[config.mk]
export PLATFORM = sky130hd
export DESIGN_NAME = accumulator
export DESIGN_NICKNAME = d
export VERILOG_FILES = /design/src/rtl/accumulator_pkg.sv /design/src/rtl/accumulator_saturate.sv /design/src/rtl/accumulator.sv
export SDC_FILE = /design/constraint.sdc
export NUM_CORES = 1
export LEC_CHECK = 0
export ABC_AREA = 1
export BUFFER_PORTS_ARGS = -buffer_cell sky130_fd_sc_hd__buf_2
export CAP_MARGIN = 20
export CORE_MARGIN = 4
export CORE_UTILIZATION = 55
export DETAILED_ROUTE_END_ITERATION = 7
export PLACE_DENSITY = 0.78
export SLEW_MARGIN = 0
export SYNTH_ARGS = -nofsm -noshare
export SYNTH_HDL_FRONTEND = slang
export SYNTH_HIERARCHICAL = 1
export SYNTH_SLANG_ARGS = --single-unit
[constraint.sdc]
create_clock -name clock -period 5.85 [get_ports clock]
set_input_delay 1.755 -clock clock [delete_from_list [all_inputs] [get_ports clock]]
set_output_delay 1.755 -clock clock [all_outputs]
set_load 0.05 [all_outputs]
[src/rtl/accumulator_pkg.sv]
// ---------------------------------------------------------------------------
// accumulator_pkg
//   Shared definitions for the streaming saturating accumulator:
//   - state_e   : two-state FSM encoding (ACC = accepting beats,
//                 RES = holding a result for the consumer)
//   - sat_max() : largest signed value representable in `width` bits
//   - sat_min() : smallest signed value representable in `width` bits
// ---------------------------------------------------------------------------
package accumulator_pkg;

    typedef enum logic {
        ACC = 1'b0,
        RES = 1'b1
    } state_e;

    // 2^(width-1) - 1, computed in 64 bits so any practical width fits.
    function automatic longint sat_max(input int width);
        return (longint'(1) << (width - 1)) - longint'(1);
    endfunction

    // -2^(width-1)
    function automatic longint sat_min(input int width);
        return -(longint'(1) << (width - 1));
    endfunction

endpackage

[src/rtl/accumulator_saturate.sv]
// ---------------------------------------------------------------------------
// saturate
//   Purely combinational clip of a (WIDTH+1)-bit signed value into a
//   WIDTH-bit signed result.
//   UPPER is an exclusive bound (the result never exceeds UPPER-1) and
//   LOWER is an inclusive bound, so UPPER = 2^(WIDTH-1) and
//   LOWER = -2^(WIDTH-1) give the full two's complement range.
//
//   Ports:
//     val  in   WIDTH+1  signed value to clip
//     out  out  WIDTH    clipped signed value
// ---------------------------------------------------------------------------
module saturate #(
    parameter int     WIDTH = 16,
    parameter longint UPPER = 64'sd32768,
    parameter longint LOWER = -64'sd32768
) (
    input  logic signed [WIDTH:0]   val,
    output logic signed [WIDTH-1:0] out
);

    // Bounds brought to the width of val so comparisons stay signed and
    // width-matched.
    localparam logic signed [WIDTH:0] HI = (WIDTH + 1)'(UPPER - 64'sd1);
    localparam logic signed [WIDTH:0] LO = (WIDTH + 1)'(LOWER);

    always_comb begin
        if (val > HI) begin
            out = HI[WIDTH-1:0];
        end else if (val < LO) begin
            out = LO[WIDTH-1:0];
        end else begin
            out = val[WIDTH-1:0];
        end
    end

endmodule

[src/rtl/accumulator.sv]
// ---------------------------------------------------------------------------
// accumulator
//   Streaming saturating accumulator. Signed samples arrive on a
//   valid/ready stream; each accepted beat is added to a running sum that
//   is saturated at every step. The beat flagged arg_last closes the packet:
//   its saturated sum is registered as the result, together with a sticky
//   flag telling whether any step of the packet clipped.
//
//   Ports:
//     clock      in   1      system clock, rising edge
//     reset      in   1      synchronous, active-high reset
//     arg_valid  in   1      input sample valid
//     arg_ready  out  1      block accepts a sample this cycle
//     arg_data   in   WIDTH  signed input sample
//     arg_last   in   1      final beat of the packet
//     res_valid  out  1      result valid
//     res_ready  in   1      downstream accepts the result
//     res_data   out  WIDTH  signed saturated packet sum
//     res_sat    out  1      some step of the packet saturated
//
//   While a result is pending the block stops accepting input; the cycle
//   after the result handshake it is ready again, so every packet costs at
//   least one bubble cycle.
// ---------------------------------------------------------------------------
module accumulator
    import accumulator_pkg::*;
#(
    parameter int WIDTH = 16
) (
    input  logic             clock,
    input  logic             reset,
    input  logic             arg_valid,
    output logic             arg_ready,
    input  logic [WIDTH-1:0] arg_data,
    input  logic             arg_last,
    output logic             res_valid,
    input  logic             res_ready,
    output logic [WIDTH-1:0] res_data,
    output logic             res_sat
);

    localparam logic signed [WIDTH:0] SAT_MAX_W = (WIDTH + 1)'(sat_max(WIDTH));
    localparam logic signed [WIDTH:0] SAT_MIN_W = (WIDTH + 1)'(sat_min(WIDTH));

    state_e                  state_q;
    logic signed [WIDTH-1:0] acc_q;
    logic                    flag_q;
    logic                    res_valid_q;
    logic        [WIDTH-1:0] res_data_q;
    logic                    res_sat_q;

    logic signed [WIDTH:0]   sum;
    logic signed [WIDTH-1:0] sat_sum;
    logic                    clip;
    logic                    beat_fire;

    // One extra bit of headroom: the sum of two WIDTH-bit signed values
    // always fits in WIDTH+1 bits.
    assign sum = {acc_q[WIDTH-1], acc_q} + {arg_data[WIDTH-1], arg_data};

    saturate #(
        .WIDTH (WIDTH),
        .UPPER (longint'(1) << (WIDTH - 1)),
        .LOWER (-(longint'(1) << (WIDTH - 1)))
    ) u_saturate (
        .val (sum),
        .out (sat_sum)
    );

    // Landing exactly on the minimum is representable, so it is not a clip.
    assign clip      = (sum > SAT_MAX_W) || (sum < SAT_MIN_W);

    // Ready is decoded from state alone, keeping it free of any
    // combinational path from res_ready or arg_valid.
    assign arg_ready = (state_q == ACC);
    assign beat_fire = arg_valid && arg_ready;

    always_ff @(posedge clock) begin
        if (reset) begin
            state_q     <= ACC;
            acc_q       <= '0;
            flag_q      <= 1'b0;
            res_valid_q <= 1'b0;
            res_data_q  <= '0;
            res_sat_q   <= 1'b0;
        end else begin
            case (state_q)
                ACC: begin
                    if (beat_fire) begin
                        if (arg_last) begin
                            // Close the packet and start the next one from 0.
                            res_data_q  <= sat_sum;
                            res_sat_q   <= flag_q | clip;
                            res_valid_q <= 1'b1;
                            acc_q       <= '0;
                            flag_q      <= 1'b0;
                            state_q     <= RES;
                        end else begin
                            acc_q  <= sat_sum;
                            flag_q <= flag_q | clip;
                        end
                    end
                end
                RES: begin
                    // res_data/res_sat are left untouched so they stay
                    // stable under backpressure and after the handshake.
                    if (res_ready) begin
                        res_valid_q <= 1'b0;
                        state_q     <= ACC;
                    end
                end
            endcase
        end
    end

    assign res_valid = res_valid_q;
    assign res_data  = res_data_q;
    assign res_sat   = res_sat_q;

endmodule

==> summary.md, run 1 <==
| Metric | Value |
|---|---|
| Area contributors post-synth | dfxtp_1 31%, nand2_1 14%, ha_1 8.6% |
| Global route total overflow | 0 |
| Vias | 2128 |
| Pwr dens | 316.4 mW/mm² |
| Status | finished clean |
| Mapped Cells | 331 |
| Die Ht | 73.21 µm |
| Delay-heaviest family, CP | simple AND/OR/NAND/NOR gates |
| Core area | 0.004058 mm² |
| Peak VDD IR | 0.2554 mV |
| Share of layout cells above drive strength 1 | 22.28% |
| Clock latency on the worst-skew pair | 0.29 ns |
| WL final | 5253 µm |
| Inst Count DP | 410 |
| DIE AREA | 0.005359 mm² |
| TritonCTS Sinks | 36 |
| Initial Util | 57.63% |
| DR pass1 iterations | 4 |
| Via-to-Cell Ratio | 5.091 |
| Final Setup Violations | 0 |
| Hold Crit Class | reg -> reg |
| CTS buffer count | 5 |
| Launch point of the worst path | arg_data[0] |
| Final worst slack | 2.126 ns |
| Reg-to-Reg End | res_data[6]$_SDFFE_PP0P_ |
| CP Class | in -> reg |
| # resized after CTS | 0 |
| Initial antenna violation count | 0 |
| Peak Freq | 268.5 MHz |
| Worst setup EP type | flop |
| Drt initial violations | 101 |
| Worst Setup EP | res_data[6]$_SDFFE_PP0P_ |
| Bufs on Longest Clock Path | 2 |
| Synth cell types | 34 |
| Clk Tree Root Cell | clkbuf_8 |
| Routability congestion estimate from global placement | 0.8718 |
| Clock Skews | 0.008726 ns |
| Synthesized cell area | 0.002338 mm² |
| Period utilization | 63.66% |
| FF-to-FF Start | acc_q[0]$_SDFFE_PP0P_ |
| Setup crit start kind | primary input |
| Area leader, netlist | dfxtp_1 |
| Synthesized Nets | 369 |
| Post-synth top area share | 30.82% |
| Number of synthesized register bits | 36 |
| Syn avg cell area | 7.065 µm² |
| P&R area growth vs syn | 11.93% |
| LEAKAGE | 1.418 nW |
| Slowest stage cell, crit path | fa_1 |
| Setup TNS after final layout | 0 ns |
| Buffers on Ports | 39 |
| Core Rows | 23 |
| Total GRT Usage | 21.43% |
| Utilization after layout | 64.51% |
| Min Tclk post-route | 3.724 ns |
| Max incr delay on CP | 0.41 ns |
| Sequential-to-total area share from yosys stat | 30.82% |
| Final hold viol count | 0 |
| Stages on the worst setup path | 15 |
| Chip Width | 73.21 µm |
| Critical Path RT | 6.01 ns |
| Routed len/inst | 12.57 µm |
| Clock Pin Slew Worst Setup and Hold Paths | 0.07 ns |
| Num ports | 40 |
| Max Cap Violations | 0 |
| Finished Layout Cells | 418 |
| CTS tree | yes |
| Slew Viols, Final | 0 |
| WHS Path Cells | 2 |
| NumNets Final | 405 |
| Crit path cell chain | buf_2, ha_1, fa_1, nand2_1, nand2_2, nand3_2, nand2_2, nand2_2, nand3_2, xor2_1, nand2_4, nand2_1, nand2_1, nor2_1, a221oi_1 |
| WP data arrival | 3.88 ns |
| HPWL Detailed | 4190 µm |
| Flop2flop setup slack | 3.38 ns |
| CTS Hold Buffers Added | 0 |
| CP Max Fanout | 15 |
| Slew @ Worst Pin | 0.3926 ns |
| First-pass GRT wire length | 8956 µm |
| Rel. slew slack | 73.79% |
| RSZ-0062 raised after global routing | false |
| Buf+Inv Stages, Crit Path | 1 |
| Setup Fix Bufs, Post-CTS | 0 |
| ANT cells | 0 |
| Routed Antenna Nets | 0 |
| Vias in the first global route | 2050 |
| Post-route DRC | 0 |
| Yosys warnings | 6 |
| Max H-tree Level | 2 |
| Placement Setup Slack | 1.813 ns |
| Worst r2r path cells | 14 |
| Largest net degree at the start of global routing | 25 |
-- tightest hold or removal path, cell delays in order, from the launching register on --
cell	delay, ns
dfxtp_1	0.32
nand2_1	0.05
o21ai_0	0.05
-- Yosys cell counts (all sizes together) --
master  number
a221oi       9
ha          16
fa           1
clkbuf       2
inv         45
xnor2        5
nor3        13
nand3        5
dfxtp       36
clkinv       1
o21bai       1
nand2      108
buf          8
a31oi        3
and3         1
o21ai        8
and2         1
xor2         9
o31ai        1
nor2        36
a21oi       14
a211oi       7
or2          1
-- logic make-up (layout without fill, tap and decap cells) --
kind of cell	Yosys count	in the layout	share of synthesized area, %
AND/OR/NAND/NOR	165	165	31.78
buffers and inverters	56	93	10.33
AO/OA/AOI/OAI	43	43	12.41
flip-flops	36	36	30.82
adder cells (fa/ha/maj)	17	17	9.417
XOR/XNOR	14	14	5.244
-- layout by cell type, fill, tap and decap left out, types with 3 or more instances in the layout --
master	Yosys	routed
inv_2	7	7
ha_1	16	16
nand2_1	90	90
a31oi_1	3	3
nor2_1	34	34
xor2_1	9	9
nand2_2	16	16
buf_2	6	39
xnor2_1	5	5
dfxtp_1	36	36
o21ai_0	7	7
inv_1	38	38
a21oi_1	12	12
nand3_2	3	3
a221oi_1	9	9
nor3_1	11	11
a211oi_1	7	7
clkbuf_8	0	6
-- worst min-delay path by stage --
stage / from / to / slack [ns]
floorplan: acc_q[0]$_SDFFE_PP0P_ / acc_q[0]$_SDFFE_PP0P_ / 0.48
global placement: res_data[0]$_SDFFE_PP0P_ / res_data[0]$_SDFFE_PP0P_ / 0.44
detailed placement: res_data[3]$_SDFFE_PP0P_ / res_data[3]$_SDFFE_PP0P_ / 0.45
CTS: res_data[3]$_SDFFE_PP0P_ / res_data[3]$_SDFFE_PP0P_ / 0.46
global route: res_data[8]$_SDFFE_PP0P_ / res_data[8]$_SDFFE_PP0P_ / 0.50
finish: res_data[3]$_SDFFE_PP0P_ / res_data[3]$_SDFFE_PP0P_ / 0.45
-- cell type report --
| type | count | area [µm²] |
|---|---|---|
| flip-flops and latches | 36 | 720.7 |
| fillers | 359 | 1440 |
| repair buffers | 39 | 195.2 |
| well taps | 50 | 62.56 |
| inverters | 46 | 172.7 |
| clock buffers | 8 | 90.09 |
| multi-input cells | 239 | 1376 |
-- per-layer routing --
| metal | share of wire, % | vias up | global-route usage [%] | wire [µm] |
|---|---|---|---|---|
| met4 | 1.5 | 0 | 7.992 | 81 |
| met3 | 6.1 | 8 | 4.408 | 322 |
| met1 | 49 | 929 | 30.46 | 2597 |
| met2 | 43 | 62 | 31.68 | 2251 |
| li1 | - | 1129 | - | - |
| met5 | 0 | - | 0 | 0 |
-- sequential cells by signal, indices dropped and copies added (netlist names) --
name / cells
res_valid: 1
res_data: 16
state_q: 1
flag_q: 1
res_sat: 1
acc_q: 16
-- power breakdown --
part	internal (mW)	switching [mW]	leakage, nW
registers	0.273	0.0176	0.296
clock network	0.0960	0.0842	0.0455
logic	0.114	0.243	1.08
total	0.483	0.345	1.42
-- per-stage QoR --
step	hold WS, ns	power [mW]	area, µm²
after floorplan	0.4816	0.5887	2338
after global placement	0.4389	0.6449	2527
after detailed placement	0.4457	0.6490	2527
after CTS	0.4612	0.8327	2618
after global routing	0.4969	0.8917	2618
final	0.4548	0.8283	2618
(Power assumes the default switching activity.)
==> run 2: changes to the inputs <==
clock period = 3.5 ns   (was 5.85 ns; I/O delays follow)
==> run 2 against run 1 <==
Critical path type unchanged. Largest cell class unchanged. Cell count grew 0.24%. Sequential share of layout area is 0.079 points lower. Sequential power up 67%. Hold slack lost 0.00085 ns. First-iteration DRC count increased by 24%. Worst setup slack lost 1.7 ns. Via count increased by 1.2%. Core utilization grew 0.18 points. Wire length decreased by 0.70%. Highest routed layer unchanged.
==> summary.md, run 2 (same netlist as run 1, synthesis figures left out) <==
| Metric | Value |
|---|---|
| Pwr Total | 1.384 mW (+67%) |
| WP data arrival | 3.21 ns (-0.67 ns) |
| Reg-to-Reg End | res_data[4]$_SDFFE_PP0P_ |
| Chip Width | 73.21 µm (unchanged) |
| Clk Tree Root Cell | clkbuf_8 |
| Bufs on Longest Clock Path | 2 (unchanged) |
| CP Class | in -> reg |
| Peak VDD IR | 0.3796 mV (+49%) |
| Filler cells | 365 (+1.7%) |
| Routed Antenna Nets | 0 (unchanged) |
| Setup crit start kind | primary input |
| Share of layout cells above drive strength 1 | 22.49% (+0.21 points) |
| Final Setup Violations | 0 (unchanged) |
| Commonest non-fill, non-tap cell in the layout | nand2_1 |
| # resized after CTS | 0 (unchanged) |
| Vias | 2154 (+1.2%) |
| Die Ht | 73.21 µm (unchanged) |
| Peak Freq | 326.8 MHz |
| Clock Pin Slew Worst Setup and Hold Paths | 0.07 ns (about the same) |
| Status | finished clean |
| Largest net degree at the start of global routing | 25 (unchanged) |
| Max incr delay on CP | 0.41 ns (about the same) |
| Launch point of the worst path | arg_data[0] |
| Max Cap Violations | 0 (unchanged) |
| ANT cells | 0 (unchanged) |
| Max H-tree Level | 2 (unchanged) |
| Rel. slew slack | 73.90% (+0.12 points) |
| Slowest stage cell, crit path | fa_1 |
| Core area | 0.004058 mm² (unchanged) |
| NumNets Final | 406 (+0.25%) |
| LEAKAGE | 1.423 nW (+0.33%) |
| Setup Fix Bufs, Post-CTS | 0 (unchanged) |
| Final hold viol count | 0 (unchanged) |
| HPWL Detailed | 4159 µm (-0.75%) |
| Critical Path RT | 3.65 ns (-2.36 ns) |
| Crit path cell chain | buf_2, ha_1, fa_1, nand2_1, nand2_2, nand3_2, nand2_2, nand2_2, nand3_2, xor2_1, nand2_4, nand2_1, nand2_1, nor2_1, a221oi_1 |
| Routability congestion estimate from global placement | 0.8831 (+1.3%) |
| Via-to-Cell Ratio | 5.141 (+0.98%) |
| Flop2flop setup slack | 0.99 ns (-2.39 ns) |
| Vias in the first global route | 2017 (-1.6%) |
| CTS tree | yes |
| CP Max Fanout | 15 (unchanged) |
| Setup TNS after final layout | 0 ns (unchanged) |
| Global route total overflow | 0 (unchanged) |
| Hold Slack | 0.4540 ns (-0.0008470 ns) |
| Slew Viols, Final | 0 (unchanged) |
| P&R area growth vs syn | 12.25% |
| Worst Setup EP | res_data[4]$_SDFFE_PP0P_ |
| DR pass1 iterations | 5 (+1) |
| Drt initial violations | 125 (+24%) |
| Clock latency on the worst-skew pair | 0.29 ns (about the same) |
| FF-to-FF Start | acc_q[0]$_SDFFE_PP0P_ |
| First-pass GRT wire length | 8976 µm (+0.22%) |
| Most frequent cells in the layout | 90 x nand2_1, 39 x buf_2, 38 x inv_1, 36 x dfxtp_1, 34 x nor2_1 |
| Routed len/inst | 12.45 µm (-0.94%) |
| CTS buffer count | 5 (unchanged) |
| WL final | 5216 µm (-0.70%) |
| Worst setup EP type | flop |
| CTS Hold Buffers Added | 0 (unchanged) |
| Initial Util | 57.63% (unchanged) |
| Placement Setup Slack | 0.1376 ns (-1.676 ns) |
| Initial antenna violation count | 0 (unchanged) |
| Buffers on Ports | 39 (unchanged) |
| Period utilization | 87.43% |
| Slew @ Worst Pin | 0.3905 ns (-0.002103 ns) |
| Hold Crit Class | reg -> reg |
| Total GRT Usage | 21.39% (-0.039 points) |
| DIE AREA | 0.005359 mm² (unchanged) |
| Clock Skews | 0.008885 ns (+0.0001586 ns) |
| Core Rows | 23 (unchanged) |
| RSZ-0062 raised after global routing | false |
| TritonCTS Sinks | 36 (unchanged) |
| Final worst slack | 0.4398 ns (-1.686 ns) |
| Num ports | 40 (unchanged) |
| Post-route DRC | 0 (unchanged) |
| Pwr dens | 527.3 mW/mm² (+67%) |
| Worst r2r path cells | 14 (unchanged) |
| Min Tclk post-route | 3.060 ns |
[run 2: cell types whose count changed in the layout (fill, tap and decap cells not counted)]
cell	before	now
buf_4	0	1
[run 2: area by class of cell]
| class | count | area (µm²) | area share [%] |
|---|---|---|---|
| multi-input combinational | 239 | 1376 | 52.43 |
| tap | 50 | 62.56 | 2.383 |
| sequential | 36 | 720.7 | 27.45 |
| timing repair buffer | 40 | 202.7 | 7.722 |
| inverter | 46 | 172.7 | 6.578 |
| clock buffer | 8 | 90.09 | 3.432 |
[run 2: how the worst min path moves through the flow]
| stage | start | endpoint | slack, ns | depth (start not counted) |
|---|---|---|---|---|
| after global routing | res_data[9]$_SDFFE_PP0P_ | res_data[9]$_SDFFE_PP0P_ | 0.49 | 2 |
| after detailed placement | res_sat$_SDFFE_PP0P_ | res_sat$_SDFFE_PP0P_ | 0.44 | 2 |
| after floorplan | acc_q[0]$_SDFFE_PP0P_ | acc_q[0]$_SDFFE_PP0P_ | 0.48 | 2 |
| final | res_sat$_SDFFE_PP0P_ | res_sat$_SDFFE_PP0P_ | 0.45 | 2 |
| after CTS | res_sat$_SDFFE_PP0P_ | res_sat$_SDFFE_PP0P_ | 0.46 | 2 |
| after global placement | res_data[0]$_SDFFE_PP0P_ | res_data[0]$_SDFFE_PP0P_ | 0.44 | 2 |
[run 2: power breakdown]
| part | total (mW) | switching [mW] | internal (mW) |
|---|---|---|---|
| Clock | 0.298 | 0.138 | 0.160 |
| Sequential | 0.485 | 0.0290 | 0.456 |
| Combinational | 0.601 | 0.409 | 0.192 |
| Total | 1.38 | 0.576 | 0.809 |
[run 2: stage by stage]
stage          cells  cell area, µm²  utilization (%)
6_report         419            2625            64.69
5_1_grt          419            2625            64.69
4_1_cts          419            2625            64.69
3_5_place_dp     411            2535            62.47
3_3_place_gp     411            2535            62.47
2_1_floorplan    331            2338                -
[run 2: worst max-delay path: cells and delay by family]
kind                     cells  cell delay, ns
XOR/XNOR                     1            0.35
adder cells (fa/ha/maj)      2            0.63
AND/OR/NAND/NOR             10            0.95
buffers and inverters        1            0.10
AO/OA/AOI/OAI                1            0.12
[run 2: routing by layer]
layer / track usage, % / share of wire [%] / wire length, µm
met5: 0 / 0 / 0
met4: 7.582 / 1.5 / 77
met3: 3.994 / 5.8 / 301
met2: 32.08 / 44 / 2271
met1: 30.46 / 49 / 2565
==> run 3: changes to the inputs <==
clock period = 3.8 ns   (was 3.5 ns; I/O delays follow)
==> run 3 against run 2 <==
Die area is the same. Global-route usage grew 0.60 points. Core utilization fell by 0.49 points. Count of clock-buffer cells in the layout fell by 2. Via count fell by 0.93%. Register-to-register slack gained 0.32 ns. Cell count decreased by 0.48%. Non-clock buffer count down 1. Sequential power down 7.8%. Critical path depth unchanged. Wire length increased by 2.6%. Critical path type unchanged.
==> summary.md, run 3 (same netlist as run 1, synthesis figures left out) <==
| Metric | Value |
|---|---|
| Hold Slack | 0.4549 ns (+0.0009990 ns) |
| Final worst slack | 0.6786 ns (+0.2388 ns) |
| Core Rows | 23 (unchanged) |
| Peak VDD IR | 0.3237 mV (-15%) |
| DR pass1 iterations | 4 (-1) |
| Worst Hold Endpoint | res_data[3]$_SDFFE_PP0P_ |
| Clock Pin Slew Worst Setup and Hold Paths | 0.07 ns (about the same) |
| Drt initial violations | 121 (-3.2%) |
| First-pass GRT wire length | 9170 µm (+2.2%) |
| Setup Fix Bufs, Post-CTS | 0 (unchanged) |
| Pwr Total | 1.257 mW (-9.2%) |
| Utilization after layout | 64.20% (-0.49 points) |
| Delay-heaviest family, CP | simple AND/OR/NAND/NOR gates |
| Inst Count DP | 410 (-0.24%) |
| Buffers on Ports | 39 (unchanged) |
| HPWL Detailed | 4197 µm (+0.92%) |
| FF-to-FF Start | acc_q[0]$_SDFFE_PP0P_ |
| Net switching power | 536.6 µW (-6.8%) |
| Filler cells | 363 (-0.55%) |
| Setup crit start kind | primary input |
| Max H-tree Level | 2 (unchanged) |
| Routed len/inst | 12.84 µm (+3.1%) |
| Period utilization | 82.14% |
| Peak Freq | 320.4 MHz |
| Vias in the first global route | 2038 (+1.0%) |
| CP Class | in -> reg |
| Largest net degree at the start of global routing | 25 (unchanged) |
| Combinational power share | 43.8% (+0.4 points) |
| Initial antenna violation count | 0 (unchanged) |
| Flop2flop setup slack | 1.31 ns (+0.32 ns) |
| Setup TNS after final layout | 0 ns (unchanged) |
| Routed Antenna Nets | 0 (unchanged) |
| WHS Path Cells | 2 (unchanged) |
| WL final | 5354 µm (+2.6%) |
| CTS tree | yes |
| Fin area | 0.002605 mm² (-0.76%) |
| Max Cap Violations | 0 (unchanged) |
| Finished Layout Cells | 417 (-0.48%) |
| Total GRT Usage | 21.99% (+0.60 points) |
| Initial Util | 57.63% (unchanged) |
| ANT cells | 0 (unchanged) |
| Via-to-Cell Ratio | 5.118 (-0.45%) |
| Int Pwr | 720.7 µW (-11%) |
| Reg-to-Reg End | res_data[6]$_SDFFE_PP0P_ |
| Vias | 2134 (-0.93%) |
| CTS Hold Buffers Added | 0 (unchanged) |
| CP Max Fanout | 15 (unchanged) |
| Clk Tree Root Cell | clkbuf_8 |
| WP data arrival | 3.28 ns (+0.07 ns) |
| CTS buffer count | 5 (unchanged) |
| Placement Setup Slack | 0.3601 ns (+0.2225 ns) |
| Chip Width | 73.21 µm (unchanged) |
| Post-route DRC | 0 (unchanged) |
| Worst r2r path cells | 14 (unchanged) |
| Status | finished clean |
| Share of layout cells above drive strength 1 | 22.34% (-0.15 points) |
| NumNets Final | 405 (-0.25%) |
| Clock network fraction of design power | 20.7% (-0.9 points) |
| P&R area growth vs syn | 11.40% |
| Buf+Inv Stages, Crit Path | 1 (unchanged) |
| Final Setup Violations | 0 (unchanged) |
| Routability congestion estimate from global placement | 0.8718 (-1.3%) |
| Crit path cell chain | buf_2, ha_1, fa_1, nand2_1, nand2_2, nand3_2, nand2_2, nand2_2, nand3_2, xor2_1, nand2_4, nand2_1, nand2_1, nor2_1, a221oi_1 |
| Worst setup EP type | flop |
| LEAKAGE | 1.413 nW (-0.64%) |
| Part of the power in registers | 35.6% (+0.6 points) |
| Num ports | 40 (unchanged) |
| Pwr dens | 482.7 mW/mm² (-8.5%) |
| Clock latency on the worst-skew pair | 0.29 ns (about the same) |
| Max incr delay on CP | 0.41 ns (about the same) |
| Die Ht | 73.21 µm (unchanged) |
| Global route total overflow | 0 (unchanged) |
| Placed cell area | 0.002527 mm² (-0.30%) |
| Most frequent cells in the layout | 90 x nand2_1, 39 x buf_2, 38 x inv_1, 36 x dfxtp_1, 34 x nor2_1 |
| Commonest non-fill, non-tap cell in the layout | nand2_1 |
| Core area | 0.004058 mm² (unchanged) |
| # resized after CTS | 0 (unchanged) |
| Hold Crit Class | reg -> reg |
| Rel. slew slack | 73.57% (-0.33 points) |
| Hold_sp | res_data[3]$_SDFFE_PP0P_ |
| Final hold viol count | 0 (unchanged) |
| Sw Ratio | 42.68% (+1.1 points) |
| Slew Viols, Final | 0 (unchanged) |
| Slowest stage cell, crit path | fa_1 |
| RSZ-0062 raised after global routing | false |
| Min Tclk post-route | 3.121 ns |
| TritonCTS Sinks | 36 (unchanged) |
| Bufs on Longest Clock Path | 2 (unchanged) |
| Critical Path RT | 3.96 ns (+0.31 ns) |
| Clock Skews | 0.007751 ns (-0.001134 ns) |
| Slew @ Worst Pin | 0.3959 ns (+0.005338 ns) |
| DIE AREA | 0.005359 mm² (unchanged) |
[run 3: changes by cell type in the layout (fill, tap and decap cells not counted), sizes merged]
cell / before / now
clkbuf: 8 / 6
buf: 40 / 39
clkinv: 1 / 2
[run 3: how the worst max path moves through the flow]
stage	cells past startpoint	to	from	slack, ns
4_1_cts	15	res_data[4]$_SDFFE_PP0P_	arg_data[0]	0.67
3_3_place_gp	15	res_data[4]$_SDFFE_PP0P_	arg_data[0]	0.41
2_1_floorplan	15	res_data[6]$_SDFFE_PP0P_	arg_data[0]	0.64
3_5_place_dp	15	res_data[4]$_SDFFE_PP0P_	arg_data[0]	0.36
5_1_grt	15	res_data[10]$_SDFFE_PP0P_	arg_data[0]	0.45
6_report	15	res_data[6]$_SDFFE_PP0P_	arg_data[0]	0.68
[run 3: worst min-delay path, delay by kind of cell (launching register included)]
family,cells,cell delay [ns]
AOI/OAI and AO/OA,1,0.05
and+or+nand+nor,1,0.05
DFF,1,0.32
[run 3: layer usage]
metal / global-route usage [%] / share of wire, % / vias to the layer above
met3: 3.444 / 6.0 / 8
li1: - / - / 1121
met1: 32.38 / 49 / 944
met2: 31.88 / 43 / 61
met5: 0 / 0 / -
met4: 8.402 / 1.5 / 0
[run 3: power by group through the flow]
| stage | sequential (mW) | clock (mW) | combinational [mW] |
|---|---|---|---|
| final | 0.447 | 0.260 | 0.550 |
| after detailed placement | 0.455 | 0 | 0.544 |
| after global placement | 0.454 | 0 | 0.539 |
| after global routing | 0.451 | 0.287 | 0.618 |
| after floorplan | 0.516 | 0 | 0.390 |
| after CTS | 0.447 | 0.268 | 0.549 |
[run 3: layout make-up]
cell class              instances  area [µm²]  area share (%)
clock inverters                 1       5.005          0.1921
flip-flops and latches         36       720.7           27.67
clock buffers                   6       72.57           2.786
inverters                      46       172.7           6.628
well taps                      50       62.56           2.402
repair buffers                 39       195.2           7.493
multi-input cells             239        1376           52.83
